===== config.mk =====
export PLATFORM = sky130hd
export DESIGN_NAME = imem_uart_loader
export DESIGN_NICKNAME = d
export VERILOG_FILES = /design/src/rtl/imem_uart_loader_pkg.sv /design/src/rtl/imem_uart_loader_uart_rx_byte.sv /design/src/rtl/imem_uart_loader.sv
export SDC_FILE = /design/constraint.sdc
export NUM_CORES = 1
export LEC_CHECK = 0
export CAP_MARGIN = 20
export CORE_MARGIN = 4
export CORE_UTILIZATION = 30
export DETAILED_ROUTE_END_ITERATION = 8
export PLACE_DENSITY = 0.46
export SYNTH_ARGS = -nofsm -noshare
export SYNTH_HDL_FRONTEND = slang
export SYNTH_HIERARCHICAL = 1
export SYNTH_SLANG_ARGS = --single-unit

===== constraint.sdc =====
create_clock -name i_clk -period 3.85 [get_ports i_clk]
set_input_delay 0.77 -clock i_clk [delete_from_list [all_inputs] [get_ports i_clk]]
set_output_delay 0.77 -clock i_clk [all_outputs]
set_load 0.01 [all_outputs]

===== src/rtl/imem_uart_loader_pkg.sv =====
// Shared encodings and constants for the UART instruction-memory loader.
// Both FSM state types live here so the RX sub-module and the top agree on them.
package imem_uart_loader_pkg;

  localparam int UART_DATA_BITS = 8;
  localparam int BYTES_PER_WORD = 4;

  typedef enum logic [1:0] {
    RX_IDLE  = 2'd0,
    RX_START = 2'd1,
    RX_DATA  = 2'd2,
    RX_STOP  = 2'd3
  } rx_state_e;

  typedef enum logic [1:0] {
    LD_CNT_LO = 2'd0,
    LD_CNT_HI = 2'd1,
    LD_LOAD   = 2'd2,
    LD_DONE   = 2'd3
  } ld_state_e;

  // Little-endian byte lane insert: lane 0 is bits 7:0.
  function automatic logic [31:0] insert_byte(
    input logic [31:0] word,
    input logic [1:0]  lane,
    input logic [7:0]  data
  );
    logic [31:0] result;
    result = word;
    result[8*lane +: 8] = data;
    return result;
  endfunction

endpackage


===== src/rtl/imem_uart_loader_uart_rx_byte.sv =====
// 8N1 UART byte receiver: 2-flop synchronizer, mid-bit sampling FSM,
// one-cycle byte_valid on a good stop bit, frame_err_pulse on a bad one.
module uart_rx_byte
  import imem_uart_loader_pkg::*;
#(
  parameter int CLKS_PER_BIT = 868
) (
  input  logic       i_clk,
  input  logic       i_rst_n,
  input  logic       i_rx,
  output logic [7:0] o_rx_byte,
  output logic       o_byte_valid,
  output logic       o_frame_err_pulse
);

  localparam int CNT_W   = $clog2(CLKS_PER_BIT + 1);
  localparam int HALF_M1 = (CLKS_PER_BIT / 2 > 0) ? (CLKS_PER_BIT / 2 - 1) : 0;
  localparam int FULL_M1 = CLKS_PER_BIT - 1;

  rx_state_e r_state;
  rx_state_e w_state_next;

  logic             r_sync1;
  logic             r_sync2;
  logic             r_rx_prev;
  logic [CNT_W-1:0] r_clk_cnt;
  logic [2:0]       r_bit_idx;
  logic [7:0]       r_shift;
  logic             r_byte_valid;
  logic             r_frame_err_pulse;

  logic w_rx;
  logic w_fall;
  logic w_tick;
  logic w_last_bit;

  assign w_rx   = r_sync2;
  assign w_fall = r_rx_prev & ~w_rx;

  always_ff @(posedge i_clk or negedge i_rst_n) begin
    if (!i_rst_n) begin
      r_state <= RX_IDLE;
    end else begin
      r_state <= w_state_next;
    end
  end

  always_comb begin
    w_state_next = r_state;
    case (r_state)
      RX_IDLE:  if (w_fall) w_state_next = RX_START;
      RX_START: if (w_tick) w_state_next = w_rx ? RX_IDLE : RX_DATA;
      RX_DATA:  if (w_tick && w_last_bit) w_state_next = RX_STOP;
      RX_STOP:  if (w_tick) w_state_next = RX_IDLE;
      default:  w_state_next = RX_IDLE;
    endcase
  end

  // Start bit is checked at its mid-point; every later sample is one full bit on.
  always_comb begin
    w_tick     = 1'b0;
    w_last_bit = (r_bit_idx == 3'(UART_DATA_BITS - 1));
    case (r_state)
      RX_START: w_tick = (r_clk_cnt == CNT_W'(HALF_M1));
      RX_DATA,
      RX_STOP:  w_tick = (r_clk_cnt == CNT_W'(FULL_M1));
      default:  w_tick = 1'b0;
    endcase
  end

  always_ff @(posedge i_clk or negedge i_rst_n) begin
    if (!i_rst_n) begin
      r_sync1           <= 1'b1;
      r_sync2           <= 1'b1;
      r_rx_prev         <= 1'b1;
      r_clk_cnt         <= '0;
      r_bit_idx         <= '0;
      r_shift           <= '0;
      r_byte_valid      <= 1'b0;
      r_frame_err_pulse <= 1'b0;
    end else begin
      r_sync1           <= i_rx;
      r_sync2           <= r_sync1;
      r_rx_prev         <= w_rx;
      r_byte_valid      <= 1'b0;
      r_frame_err_pulse <= 1'b0;

      if (r_state == RX_IDLE || w_tick || (w_state_next != r_state)) begin
        r_clk_cnt <= '0;
      end else begin
        r_clk_cnt <= r_clk_cnt + 1'b1;
      end

      if (r_state == RX_START && w_tick) begin
        r_bit_idx <= '0;
      end

      if (r_state == RX_DATA && w_tick) begin
        r_shift   <= {w_rx, r_shift[7:1]};
        r_bit_idx <= r_bit_idx + 1'b1;
      end

      if (r_state == RX_STOP && w_tick) begin
        if (w_rx) begin
          r_byte_valid <= 1'b1;
        end else begin
          r_frame_err_pulse <= 1'b1;
        end
      end
    end
  end

  assign o_rx_byte         = r_shift;
  assign o_byte_valid      = r_byte_valid;
  assign o_frame_err_pulse = r_frame_err_pulse;

endmodule


===== src/rtl/imem_uart_loader.sv =====
// Receives a length-prefixed program over UART and writes it into instruction
// memory port A, holding the CPU in reset until the whole image has landed.
module imem_uart_loader
  import imem_uart_loader_pkg::*;
#(
  parameter int CLKS_PER_BIT = 868,
  parameter int ADDR_W       = 8,
  parameter int DEPTH        = 256
) (
  input  logic              i_clk,
  input  logic              i_rst_n,
  input  logic              i_uart_rx,
  output logic              o_imem_we,
  output logic [ADDR_W-1:0] o_imem_addr,
  output logic [31:0]       o_imem_wdata,
  output logic              o_cpu_hold,
  output logic              o_load_done,
  output logic              o_frame_err,
  output logic              o_overflow
);

  ld_state_e r_state;
  ld_state_e w_state_next;

  logic [15:0]       r_count;
  logic [16:0]       r_word_idx;
  logic [1:0]        r_byte_idx;
  logic [31:0]       r_word;
  logic              r_imem_we;
  logic [ADDR_W-1:0] r_imem_addr;
  logic [31:0]       r_imem_wdata;
  logic              r_cpu_hold;
  logic              r_load_done;
  logic              r_frame_err;
  logic              r_overflow;

  logic [7:0] w_rx_byte;
  logic       w_byte_valid;
  logic       w_frame_err_pulse;
  logic       w_word_full;
  logic       w_in_range;
  logic       w_we_next;
  logic       w_ovf_set;
  logic       w_enter_done;
  logic       w_count_zero;
  logic       w_all_words;

  uart_rx_byte #(
    .CLKS_PER_BIT (CLKS_PER_BIT)
  ) u_rx (
    .i_clk             (i_clk),
    .i_rst_n           (i_rst_n),
    .i_rx              (i_uart_rx),
    .o_rx_byte         (w_rx_byte),
    .o_byte_valid      (w_byte_valid),
    .o_frame_err_pulse (w_frame_err_pulse)
  );

  assign w_count_zero = ({w_rx_byte, r_count[7:0]} == 16'd0);
  assign w_all_words  = (r_word_idx == {1'b0, r_count});

  always_ff @(posedge i_clk or negedge i_rst_n) begin
    if (!i_rst_n) begin
      r_state <= LD_CNT_LO;
    end else begin
      r_state <= w_state_next;
    end
  end

  always_comb begin
    w_state_next = r_state;
    case (r_state)
      LD_CNT_LO: if (w_byte_valid) w_state_next = LD_CNT_HI;
      LD_CNT_HI: if (w_byte_valid) w_state_next = w_count_zero ? LD_DONE : LD_LOAD;
      // The last write strobe has just gone out when the index catches the count.
      LD_LOAD:   if (!w_byte_valid && w_all_words) w_state_next = LD_DONE;
      LD_DONE:   w_state_next = LD_DONE;
      default:   w_state_next = LD_CNT_LO;
    endcase
  end

  always_comb begin
    w_word_full  = w_byte_valid && (r_state == LD_LOAD) &&
                   (r_byte_idx == 2'(BYTES_PER_WORD - 1));
    w_in_range   = (r_word_idx < 17'(DEPTH));
    w_we_next    = w_word_full && w_in_range;
    w_ovf_set    = w_word_full && !w_in_range;
    w_enter_done = (w_state_next == LD_DONE) && (r_state != LD_DONE);
  end

  always_ff @(posedge i_clk or negedge i_rst_n) begin
    if (!i_rst_n) begin
      r_count      <= '0;
      r_word_idx   <= '0;
      r_byte_idx   <= '0;
      r_word       <= '0;
      r_imem_we    <= 1'b0;
      r_imem_addr  <= '0;
      r_imem_wdata <= '0;
      r_cpu_hold   <= 1'b1;
      r_load_done  <= 1'b0;
      r_frame_err  <= 1'b0;
      r_overflow   <= 1'b0;
    end else begin
      r_imem_we <= w_we_next;

      if (w_frame_err_pulse) r_frame_err <= 1'b1;
      if (w_ovf_set)         r_overflow  <= 1'b1;

      if (w_byte_valid && r_state == LD_CNT_LO) r_count[7:0]  <= w_rx_byte;
      if (w_byte_valid && r_state == LD_CNT_HI) r_count[15:8] <= w_rx_byte;

      if (w_byte_valid && r_state == LD_LOAD) begin
        r_word     <= insert_byte(r_word, r_byte_idx, w_rx_byte);
        r_byte_idx <= r_byte_idx + 1'b1;
      end

      // Out-of-range words are dropped but still advance the index toward the count.
      if (w_word_full) begin
        r_word_idx <= r_word_idx + 1'b1;
      end

      if (w_we_next) begin
        r_imem_addr  <= r_word_idx[ADDR_W-1:0];
        r_imem_wdata <= insert_byte(r_word, r_byte_idx, w_rx_byte);
      end

      if (w_enter_done) begin
        r_load_done <= 1'b1;
        r_cpu_hold  <= 1'b0;
      end
    end
  end

  assign o_imem_we    = r_imem_we;
  assign o_imem_addr  = r_imem_addr;
  assign o_imem_wdata = r_imem_wdata;
  assign o_cpu_hold   = r_cpu_hold;
  assign o_load_done  = r_load_done;
  assign o_frame_err  = r_frame_err;
  assign o_overflow   = r_overflow;

endmodule

-- After elaboration in Yosys (flattened, before gate mapping)
Index checks and enable logic that the tools add are counted.
W data, S select, Z words.
- flip-flop bits (word level): 142
- input bits: 3
- word-level logic and storage cells: 87
- $add $sub $neg: 5
- magnitude comparators: 1
- eq/ne operators: 14
- shifts and indexed selects: 2
- multiplexer cells: 20
- bitwise operators: 2
- reduce and logical (&&, ||, !) cells: 21
- operators by type and width (cell ; number):
    $neg A5 Y34 ; 1
    $shift A8 B34 Y32 const A ; 1
    $shiftx A8 B34 Y32 ; 1
    $bwmux W32 ; 1
    $add A17 B1 Y17 const B ; 1
    $eq A17 B16 Y1 ; 1
    $lt A17 B9 Y1 const B ; 1
    $logic_not A16 Y1 ; 1
    $mux W2 ; 8
    $pmux W2 S4 ; 2
    $eq A2 B2 Y1 const B ; 6
    $logic_and A1 B1 Y1 ; 12
    $add A10 B1 Y10 const B ; 1
    $eq A10 B10 Y1 const B ; 1
    $eq A10 B9 Y1 const B ; 1
    $mux W10 ; 1
    $mux W3 ; 2
    $mux W1 ; 5
    $eq A2 B1 Y1 const B ; 2
    $logic_not A2 Y1 ; 2
    $add A3 B1 Y3 const B ; 1
    $eq A3 B3 Y1 const B ; 1
    $add A2 B1 Y2 const B ; 1
    $logic_not A1 Y1 ; 2
    8 further kinds ; 9

-- Depth between registers and ports, before layout
- word-level depth: 9
- gate-level depth with buffers: 7

-- Modules after synthesis
The synthesis kept the hierarchy.
- modules (own cells, without submodules) (module ; instances ; cells each ; area an instance (sq um)):
    imem_uart_loader ; 1 ; 466 ; 5059.9
    uart_rx_byte ; 1 ; 101 ; 1292.5

-- Least setup slack after synthesis
No wires, ideal clock.
- path kind: register to register
- start: register r_byte_idx[0]
- end: register r_word[24]
- library setup time: 0.066 ns
- arrival time: 1.886 ns
- data required time: 3.784 ns
- setup slack: 1.898 ns
- stages on the path, launching flop included: 7
- buffers on the path: 1
- cells stage by stage: dfrtp_1 > inv_1 > ha_1 > nor4b_2 > and2_1 > buf_4 > a22o_1
- word-level cells in the longest chain between the ends: 3
- ends and longest elaborated chain (item ; line ; text):
    start: declaration ; imem_uart_loader.sv:27 ; logic [1:0] r_byte_idx;
    start signal: assignment ; imem_uart_loader.sv:115 ; r_byte_idx <= r_byte_idx + 1'b1;
    $neg A5 Y34 (*) ; imem_uart_loader_pkg.sv:30 ; result[8*lane +: 8] = data;
    $shiftx A8 B34 Y32 or $shift A8 B34 Y32 (tied branches) ; imem_uart_loader_pkg.sv:30 ;
    $bwmux W32 (*) ; imem_uart_loader_pkg.sv:30 ;
    end signal: assignment ; imem_uart_loader.sv:114 ; r_word <= insert_byte(r_word, r_byte_idx, w_rx_byte);
    end: declaration ; imem_uart_loader.sv:28 ; logic [31:0] r_word;
Every way passes the cells marked *; elsewhere a longest branch is shown, timed or not.
A chain may end at the register's enable or synchronous reset.

-- Worst setup path after layout
- start: register r_byte_idx[0]
- end: register r_imem_wdata[24] (netlist: o_imem_wdata[24])
- word-level cells in the longest chain between the ends: 3
- ends and longest elaborated chain (item ; line ; text):
    $neg A5 Y34 or $eq A2 B2 Y1 (tied branches) ; imem_uart_loader_pkg.sv:30, imem_uart_loader.sv:84 ;
    $shiftx A8 B34 Y32, or another cell as far along ; imem_uart_loader_pkg.sv:30 ;
    $bwmux W32 or $logic_and A1 B1 Y1 (tied branches) ; imem_uart_loader_pkg.sv:30, imem_uart_loader.sv:86 ;
    end signal: assignment ; imem_uart_loader.sv:125 ; r_imem_wdata <= insert_byte(r_word, r_byte_idx, w_rx_byte);
    end: declaration ; imem_uart_loader.sv:31 ; logic [31:0] r_imem_wdata;
Several ways; a longest one is shown, not always the timed one.

==> results.ini <==
[run_status]
status = completed

[floorplanning]
die-area_um2 = 23600
core_um2 = 20600
row_count = 52
start_util_pct = 30.9
io_pins = 48
die_y_um = 154
die_w_um = 154

[routing]
first_iter_violations = 144
vias = 4249
drc = 0
dr.pass1.iters = 4
wl_um = 14600
wire_per_inst_um = 16.4
via_per_inst = 4.80
ant_nets = 0

[timing]
finalClockSkew_ns = 0.0133
final.setup.worst_slack_ns = 1.41
period_share_pct = 63.4
rsz0062_at_grt = no
setup_viol = 0
slew_headroom_pct = 45.3
min_period_ns = 2.44
final_max_slew_viol_count = 0
worst_pin_slew_ns = 0.820
fmax_ghz = 0.410
tns_ns = 0
hold_viol_final = 0

[cts]
post_cts_resized = 0
htreeDepth = 4
cts_root_buf = clkbuf_16
cts_tree = built
clock_path_buffers = 2
postCtsHoldBufs = 0
post_cts_buffers = 0
cts_sinks = 142
cts_made_buffers = 17
clock_latency_ns = 0.42
clk_pin_slew_worst_paths_ns = 0.06

[grt]
grt_max_degree = 90
grt_overflow_total = 0
antenna_found_initial = 0
grt_pass1_vias = 4449
grt_pass1_wl_um = 24600
grt_usage_pct = 13.0

[worst_setup_path]
crit_path_top_delay_cell = buf_4
required_ns = 4.13
critical_path_arrival_ns = 2.72
critPathLaunchType = flop
max_stage_delay_ns = 0.45
cp_cell_sequence = ha_1, and4b_1, nand4_1, buf_4, nand2_1, o21ai_0
crit_path_max_fanout = 64
worst_setup_path_end_kind = flop
crit_type = flop to flop

[place]
gp_congestion = 0.785
port_buffers = 47
place_ws_ns = 1.37
place_hpwl_um = 9460

[logic_synthesis]
synth_edf_count = 0
syn_inst = 567
synth.distinct_cells = 53
syn_nets = 579
ys_warn_count = 6
ys.flop_type = dfrtp_1
synth_seq_cells = 142
yosysSeqAreaShare_pct = 56.0
avgSynthCellArea_um2 = 11.2
yosys.area.top_type = dfrtp_1
ys_top_cells_by_area = dfrtp_1 54%, a22o_1 4.5%, nand2_1 4.4%, xor2_1 3.4%, nor2b_1 2.9%
synth_area_um2 = 6350
synth_top_area_share_pct = 54.4
postSynth.asyncResetShare_pct = 100

[final_layout]
final_nets = 616
n_fill_cell = 2043
final_common_cell = dfrtp_1
final_cell_mix = 138 x dfrtp_1, 75 x nand2_1, 46 x clkdlybuf4s50_1
antennaDiodeCount = 0
area_growth_pct = 20.1
drive_gt1_share_pct = 11.9

[pwr]
p_leak_nw = 3.57
p_total_mw = 3.31
power_density_nw_per_um2 = 434
vdd_drop_max_v = 0.000284

[worst_hold_path]
hold_class = flop to flop

[flow_run]
cap_violations = 0

==> worst paths after layout <==
kind	slack, ns	startpoint	end	cells past startpoint
max	1.41	r_byte_idx[0]$_DFFE_PN0P_	o_imem_wdata[24]$_DFFE_PN0P_	6
min	0.36	u_rx/r_sync1$_DFF_PN1_	u_rx/r_sync2$_DFF_PN1_	0
max reg2reg	1.41	r_byte_idx[0]$_DFFE_PN0P_	o_imem_wdata[24]$_DFFE_PN0P_	6
min reg2reg	0.36	u_rx/r_sync1$_DFF_PN1_	u_rx/r_sync2$_DFF_PN1_	0
max in group asynchronous	2.61	i_rst_n	r_word_idx[16]$_DFFE_PN0P_	2
min in group asynchronous	0.43	i_rst_n	o_imem_wdata[20]$_DFFE_PN0P_	1
==> per-stage QoR <==
| stage | hold slack, ns | std cells | instance area (um^2) | util (%) |
|---|---|---|---|---|
| 2_1_floorplan | 0.345 | 567 | 6350 | - |
| 3_3_place_gp | 0.346 | 855 | 7050 | 34.3 |
| 3_5_place_dp | 0.347 | 855 | 7050 | 34.3 |
| 4_1_cts | 0.353 | 886 | 7630 | 37.1 |
| 5_1_grt | 0.361 | 886 | 7630 | 37.1 |
| 6_report | 0.356 | 886 | 7630 | 37.1 |
==> report_power, final <==
| group | leakage (nW) | internal [mW] | switching [mW] | total, mW |
|---|---|---|---|---|
| Sequential | 1.96 | 1.52 | 0.0514 | 1.57 |
| Clock | 0.283 | 1.02 | 0.603 | 1.62 |
| Combinational | 1.33 | 0.0464 | 0.0710 | 0.117 |
==> routing by layer <==
layer / track usage [%] / vias up / wire, um
li1: - / 2048 / -
met1: 18.3 / 2132 / 7140
met2: 19.3 / 62 / 6720
met3: 3.60 / 7 / 609
met4: 4.29 / 0 / 92
met5: 0 / - / 0
==> Yosys cell counts, types with 2 or more instances <==
cell type    n
a21o_1       4
a21oi_1     33
a22o_1      33
and2_1       5
and2b_1      8
and3_1       5
and3_2       2
and4_1       3
and4b_1      3
buf_2        9
buf_4        2
clkbuf_1    19
dfrtp_1    138
dfstp_2      4
ha_1         9
inv_1        7
mux2_2      16
mux2_4       8
nand2_1     75
nand3_1     11
nand3b_1     2
nand4_1     10
nand4b_1     3
nor2_1      17
nor2b_1     29
nor3_1       4
nor3_2       2
nor4_1       7
nor4b_2      2
o21ai_0     33
o2bb2ai_1    2
or2_2        2
xnor2_1     16
xor2_1      25
==> cells by family (layout without fill, tap and decap cells) <==
| logic type | after synthesis | in the layout | synth area share [%] |
|---|---|---|---|
| compound gates | 111 | 111 | 11.3 |
| xor+xnor | 41 | 41 | 5.65 |
| fa+ha+maj | 9 | 9 | 1.77 |
| buf+inv | 40 | 89 | 2.80 |
| flops | 142 | 142 | 56.0 |
| mux | 25 | 25 | 4.88 |
| simple gates | 199 | 199 | 17.5 |
==> critical path, delay by kind of cell, from the launching register on <==
| family | cells | cell delay (ns) |
|---|---|---|
| buf+inv | 1 | 0.45 |
| flops | 1 | 0.44 |
| fa+ha+maj | 1 | 0.39 |
| simple gates | 3 | 0.92 |
| compound gates | 1 | 0.09 |
==> layout make-up <==
class	instances	area [um^2]	area share (%)
Tap cell	270	338	4.43
Sequential cell	142	3560	46.7
Timing Repair Buffer	50	507	6.64
Clock buffer	25	495	6.50
Inverter	8	30.0	0.394
Multi-Input combinational cell	385	2620	34.3
Clock inverter	6	82.6	1.08
==> state kept, by name, indices dropped and copies added (netlist names), 3 cells and up <==
name,cells
u_rx/r_clk_cnt,10
r_count,16
u_rx/o_rx_byte,8
o_imem_addr,8
u_rx/r_bit_idx,3
o_imem_wdata,32
r_word_idx,17
r_word,32
(Power assumes the default switching activity.)
==> variant 1 (same settings) <==
`CLKS_PER_BIT` is set to 868 in 2 places; all go to 434.
--- a/src/rtl/imem_uart_loader_uart_rx_byte.sv
+++ b/src/rtl/imem_uart_loader_uart_rx_byte.sv
@@ -3,7 +3,7 @@
 module uart_rx_byte
   import imem_uart_loader_pkg::*;
 #(
-  parameter int CLKS_PER_BIT = 868
+  parameter int CLKS_PER_BIT = 434
 ) (
   input  logic       i_clk,
   input  logic       i_rst_n,
--- a/src/rtl/imem_uart_loader.sv
+++ b/src/rtl/imem_uart_loader.sv
@@ -3,7 +3,7 @@
 module imem_uart_loader
   import imem_uart_loader_pkg::*;
 #(
-  parameter int CLKS_PER_BIT = 868,
+  parameter int CLKS_PER_BIT = 434,
   parameter int ADDR_W       = 8,
   parameter int DEPTH        = 256
 ) (
Formal check against the unedited RTL: no difference found for any inputs over 10 cycles, from zero or initial values and one cycle with i_rst_n low; that may be too few to reach the edited logic, so the function may still have changed.
==> variant 1 against the original RTL <==
- final area down 0.51%
- routed wire length down 4.3%
- critical endpoint is now o_imem_wdata[6]
- critical path depth unchanged
- core utilization about the same
- synthesized cell count up 0.35%
- total power up 1.1%
- largest cell class unchanged
- synthesized area down 1.1%
- sequential cell count down 1
- setup slack worse by 0.039 ns
- global-route usage down 0.61 points
==> variant 1: results (changes against the original RTL) <==
Register Area 0.003533 mm2 (-0.70%); Rel. slew slack 44.42% (-0.92 points); nets 620 (+0.65%); Final Skew 0.01101 ns (-0.002247 ns); routed wl met2 6502 um (-3.2%); placed cells 859 (+0.47%); Layout fillers 2,034 (-0.44%); register area share after synthesis 56.22% (+0.20 points); number of DRC markers in iteration 0 284 (+97%); CTS Sinks 141 (-0.70%); Pleak 0.003558 uW (-0.40%); area of the multi-input gates 0.002592 mm2 (-0.91%); fraction of the mapped netlist area in compound gates 11.93% (+0.58 points); first-pass GRT wire length 23,400 um (-4.8%); via count 4,258 (+0.21%); Net Count, Synth 581 (+0.35%); metal3 WL 349 um (-43%); Post-Syn Area per Cell 11.05 um2 (-1.4%); Post-Synth Adder-Cell Area 1.792% (+0.019 points); critical path arrival 2.75 ns (+0.03 ns); clk tree area frac 7.799% (+0.22 points); DP HPWL 9369 um (-0.99%); met1 Track Usage GR 17.22% (-1.1 points); met1 WL 6968 um (-2.5%); Data buffer area share 6.777% (+0.13 points); WHS 0.3570 ns (+0.0009420 ns); GRT met2 Usage 19.11% (-0.17 points); vias per std cell 4.779 (-0.35%); mux contribution to synthesized area 4.300% (-0.58 points); share of layout cells above drive strength 1 12.08% (+0.23 points); worst slack at placement 1.326 ns (-0.04075 ns); outcome complete, no violations; Placed Instance Area 0.006997 mm2 (-0.75%); Post-Synth XOR/XNOR Area 5.574% (-0.079 points); peak supply drop 0.2839 mV (about the same); GP Congestion 0.7664 (-2.4%); Global Route met3 Usage 2.755% (-0.84 points); Routed WL 13,950 um (-4.3%); count of mapped cells out of synthesis 569 (+0.35%); Multi-input comb cells 392 (+1.8%); clk_buf instances 20 (-20%); Synth area leaders dfrtp_1, nand2_1, a22o_1; Buffers excl. clock 51 (+2.0%); Reg clk slew, reported paths 0.06 ns (about the same); Yosys cell types 50 (-5.7%); inverters 5 (-3)
-- variant 1: changes by cell type in the layout (fill, tap and decap cells not counted), sizes merged, moves of 3 or more --
cell    unedited run  this run
o21ai             33        41
clkbuf            25        20
xor2              25        20
xnor2             16        20
clkinv             4         7
nand2             76        79
nand4             10         7
o211ai             0         3
-- variant 1: where the power goes --
part / internal (uW) / switching (uW)
Sequential: 1520 / 53.8
Combinational: 62.1 / 76.6
Clock: 994 / 637
Total: 2580 / 768
-- variant 1: path summary, 6_finish.rpt --
check                         startpoint           endpoint  depth (start not counted)
max                        r_byte_idx[0]    o_imem_wdata[6]                          6
min                         u_rx/r_sync1       u_rx/r_sync2                          0
max reg2reg                r_byte_idx[0]    o_imem_wdata[6]                          6
min reg2reg                 u_rx/r_sync1       u_rx/r_sync2                          0
max in group asynchronous        i_rst_n      r_byte_idx[0]                          2
min in group asynchronous        i_rst_n  u_rx/r_clk_cnt[7]                          1
==> variant 2 (config.mk and constraints unchanged) <==
Made on the original files. Put one more register stage on the output `o_imem_wdata`, with the module's reset. The value now appears one clock later. The other outputs are not delayed to match.
--- a/src/rtl/imem_uart_loader.sv
+++ b/src/rtl/imem_uart_loader.sv
@@ -134,7 +134,13 @@
 
   assign o_imem_we    = r_imem_we;
   assign o_imem_addr  = r_imem_addr;
-  assign o_imem_wdata = r_imem_wdata;
+  always_ff @(posedge i_clk or negedge i_rst_n) begin
+    if (!i_rst_n) begin
+      o_imem_wdata <= '0;
+    end else begin
+      o_imem_wdata <= r_imem_wdata;
+    end
+  end
   assign o_cpu_hold   = r_cpu_hold;
   assign o_load_done  = r_load_done;
   assign o_frame_err  = r_frame_err;
Check against the original RTL: no difference found for any inputs over 10 cycles, from zero or initial values and one cycle with i_rst_n low; that may be too few to reach the edited logic, so the function may still have changed.
==> variant 2 against the original RTL <==
- core utilization shrank 0.77 points
- routed wire length is essentially flat
- total power grew 13%
- synthesized area grew 13%
- synthesized cell count grew 1.4%
- critical path depth shrank 1
- sequential power grew 22%
- final area grew 12%
- sequential cell count grew 32
- setup slack lost 0.081 ns
- global-route usage shrank 1.2 points
- highest routed layer unchanged
==> variant 2: results (changes against the original RTL) <==
outcome complete, no violations; met1 WL 6660 um (-6.8%); Rows 56 (+7.7%); share of layout cells above drive strength 1 14.26% (+2.4 points); count of mapped cells out of synthesis 575 (+1.4%); Hold WC Path Type input pin to asynchronous set/reset pin; slowest cell on the critical path or2_2; root buf cell clkbuf_16; metal3 WL 548 um (-10%); critical path arrival 2.83 ns (+0.11 ns); R2R depth 5 (-1); nets 630 (+2.3%); register area share after synthesis 60.93% (+4.9 points); largest net degree at the start of global routing 86 (-4.4%); Synth area leaders dfrtp_1, a22o_1, xnor2_1; vias per std cell 4.597 (-4.1%); CTS H-tree depth 4 (unchanged); placed cells 918 (+7.4%); initial antenna violation count 0 (unchanged); Net Count, Synth 587 (+1.4%); Placed Instance Area 0.007938 mm2 (+13%); Worst Tran Pin Value 0.7785 ns (-0.04143 ns); Tot GR Track Use 11.75% (-1.2 points); wire per inst 15.33 um (-6.7%); number of DRC markers in iteration 0 204 (+42%); max incr delay on CP 0.58 ns (+0.13 ns); peak supply drop 0.2392 mV (-16%); Sw Pwr 872.8 uW (+20%); GRT met2 Usage 19.15% (-0.13 points); Pleak 0.003932 uW (+10%); Critical R2R Capture o_imem_addr[3]; Final Skew 0.009598 ns (-0.003659 ns); met1 Track Usage GR 15.39% (-3.0 points); WHS 0.3616 ns (+0.005566 ns); Commonest cells post-synth dfrtp_1, nand2_1, a21oi_1, nor2b_1, o21ai_0; Ys Warns 6 (unchanged); first-pass GRT wire length 24,690 um (+0.45%); ys async rst share 100.0% (unchanged); Post-CTS Resized 0 (unchanged); critical path class register to register; Clock Path Buffers 2 (unchanged); Largest delay share family, worst path simple AND/OR/NAND/NOR gates; Worst Path Max Fanout 51 (-20%); GP Congestion 0.7407 (-5.7%); Buffers on Ports 47 (unchanged); DP HPWL 9747 um (+3.0%); routed wl met2 7131 um (+6.1%); Critical Path Sink Type register; Global Route met3 Usage 3.164% (-0.43 points); number of global-route vias before repair 4,574 (+2.8%); crit share post-route 65.49% (+2.1 points); Reg2Reg Setup Slack 1.33 ns (-0.08 ns); Yosys cell types 56 (+5.7%); worst slack at placement 1.296 ns (-0.07048 ns); Critical Path End o_imem_addr[3]; Reg-to-Reg Start r_byte_idx[0]; via count 4,367 (+2.8%)
[variant 2: final cells by class]
cell class	instances	area [um2]
fill	2289	14950
sequential	174	4359
multi-input combinational	364	2628
timing repair buffer	51	514.2
clock buffer	19	432.9
tap	319	399.1
clock inverter	13	156.4
inverter	10	37.54
[variant 2: kinds of logic (layout without fill, tap and decap cells)]
group / after synthesis / after routing / share of synthesized area [%]
simple gates: 170 / 170 / 14.18
xor+xnor: 41 / 41 / 5.019
flops: 174 / 174 / 60.93
fa+ha+maj: 9 / 9 / 1.574
mux: 33 / 33 / 5.859
buf+inv: 37 / 93 / 2.344
compound gates: 111 / 111 / 10.09
[variant 2: power by group through the flow]
stage	Sequential, uW	Clock (uW)	Combinational [uW]
final	1910	1720	123
after detailed placement	1940	0	129
after floorplan	1920	0	80.7
after CTS	1910	1780	129
after global placement	1940	0	123
after global routing	1910	1850	145
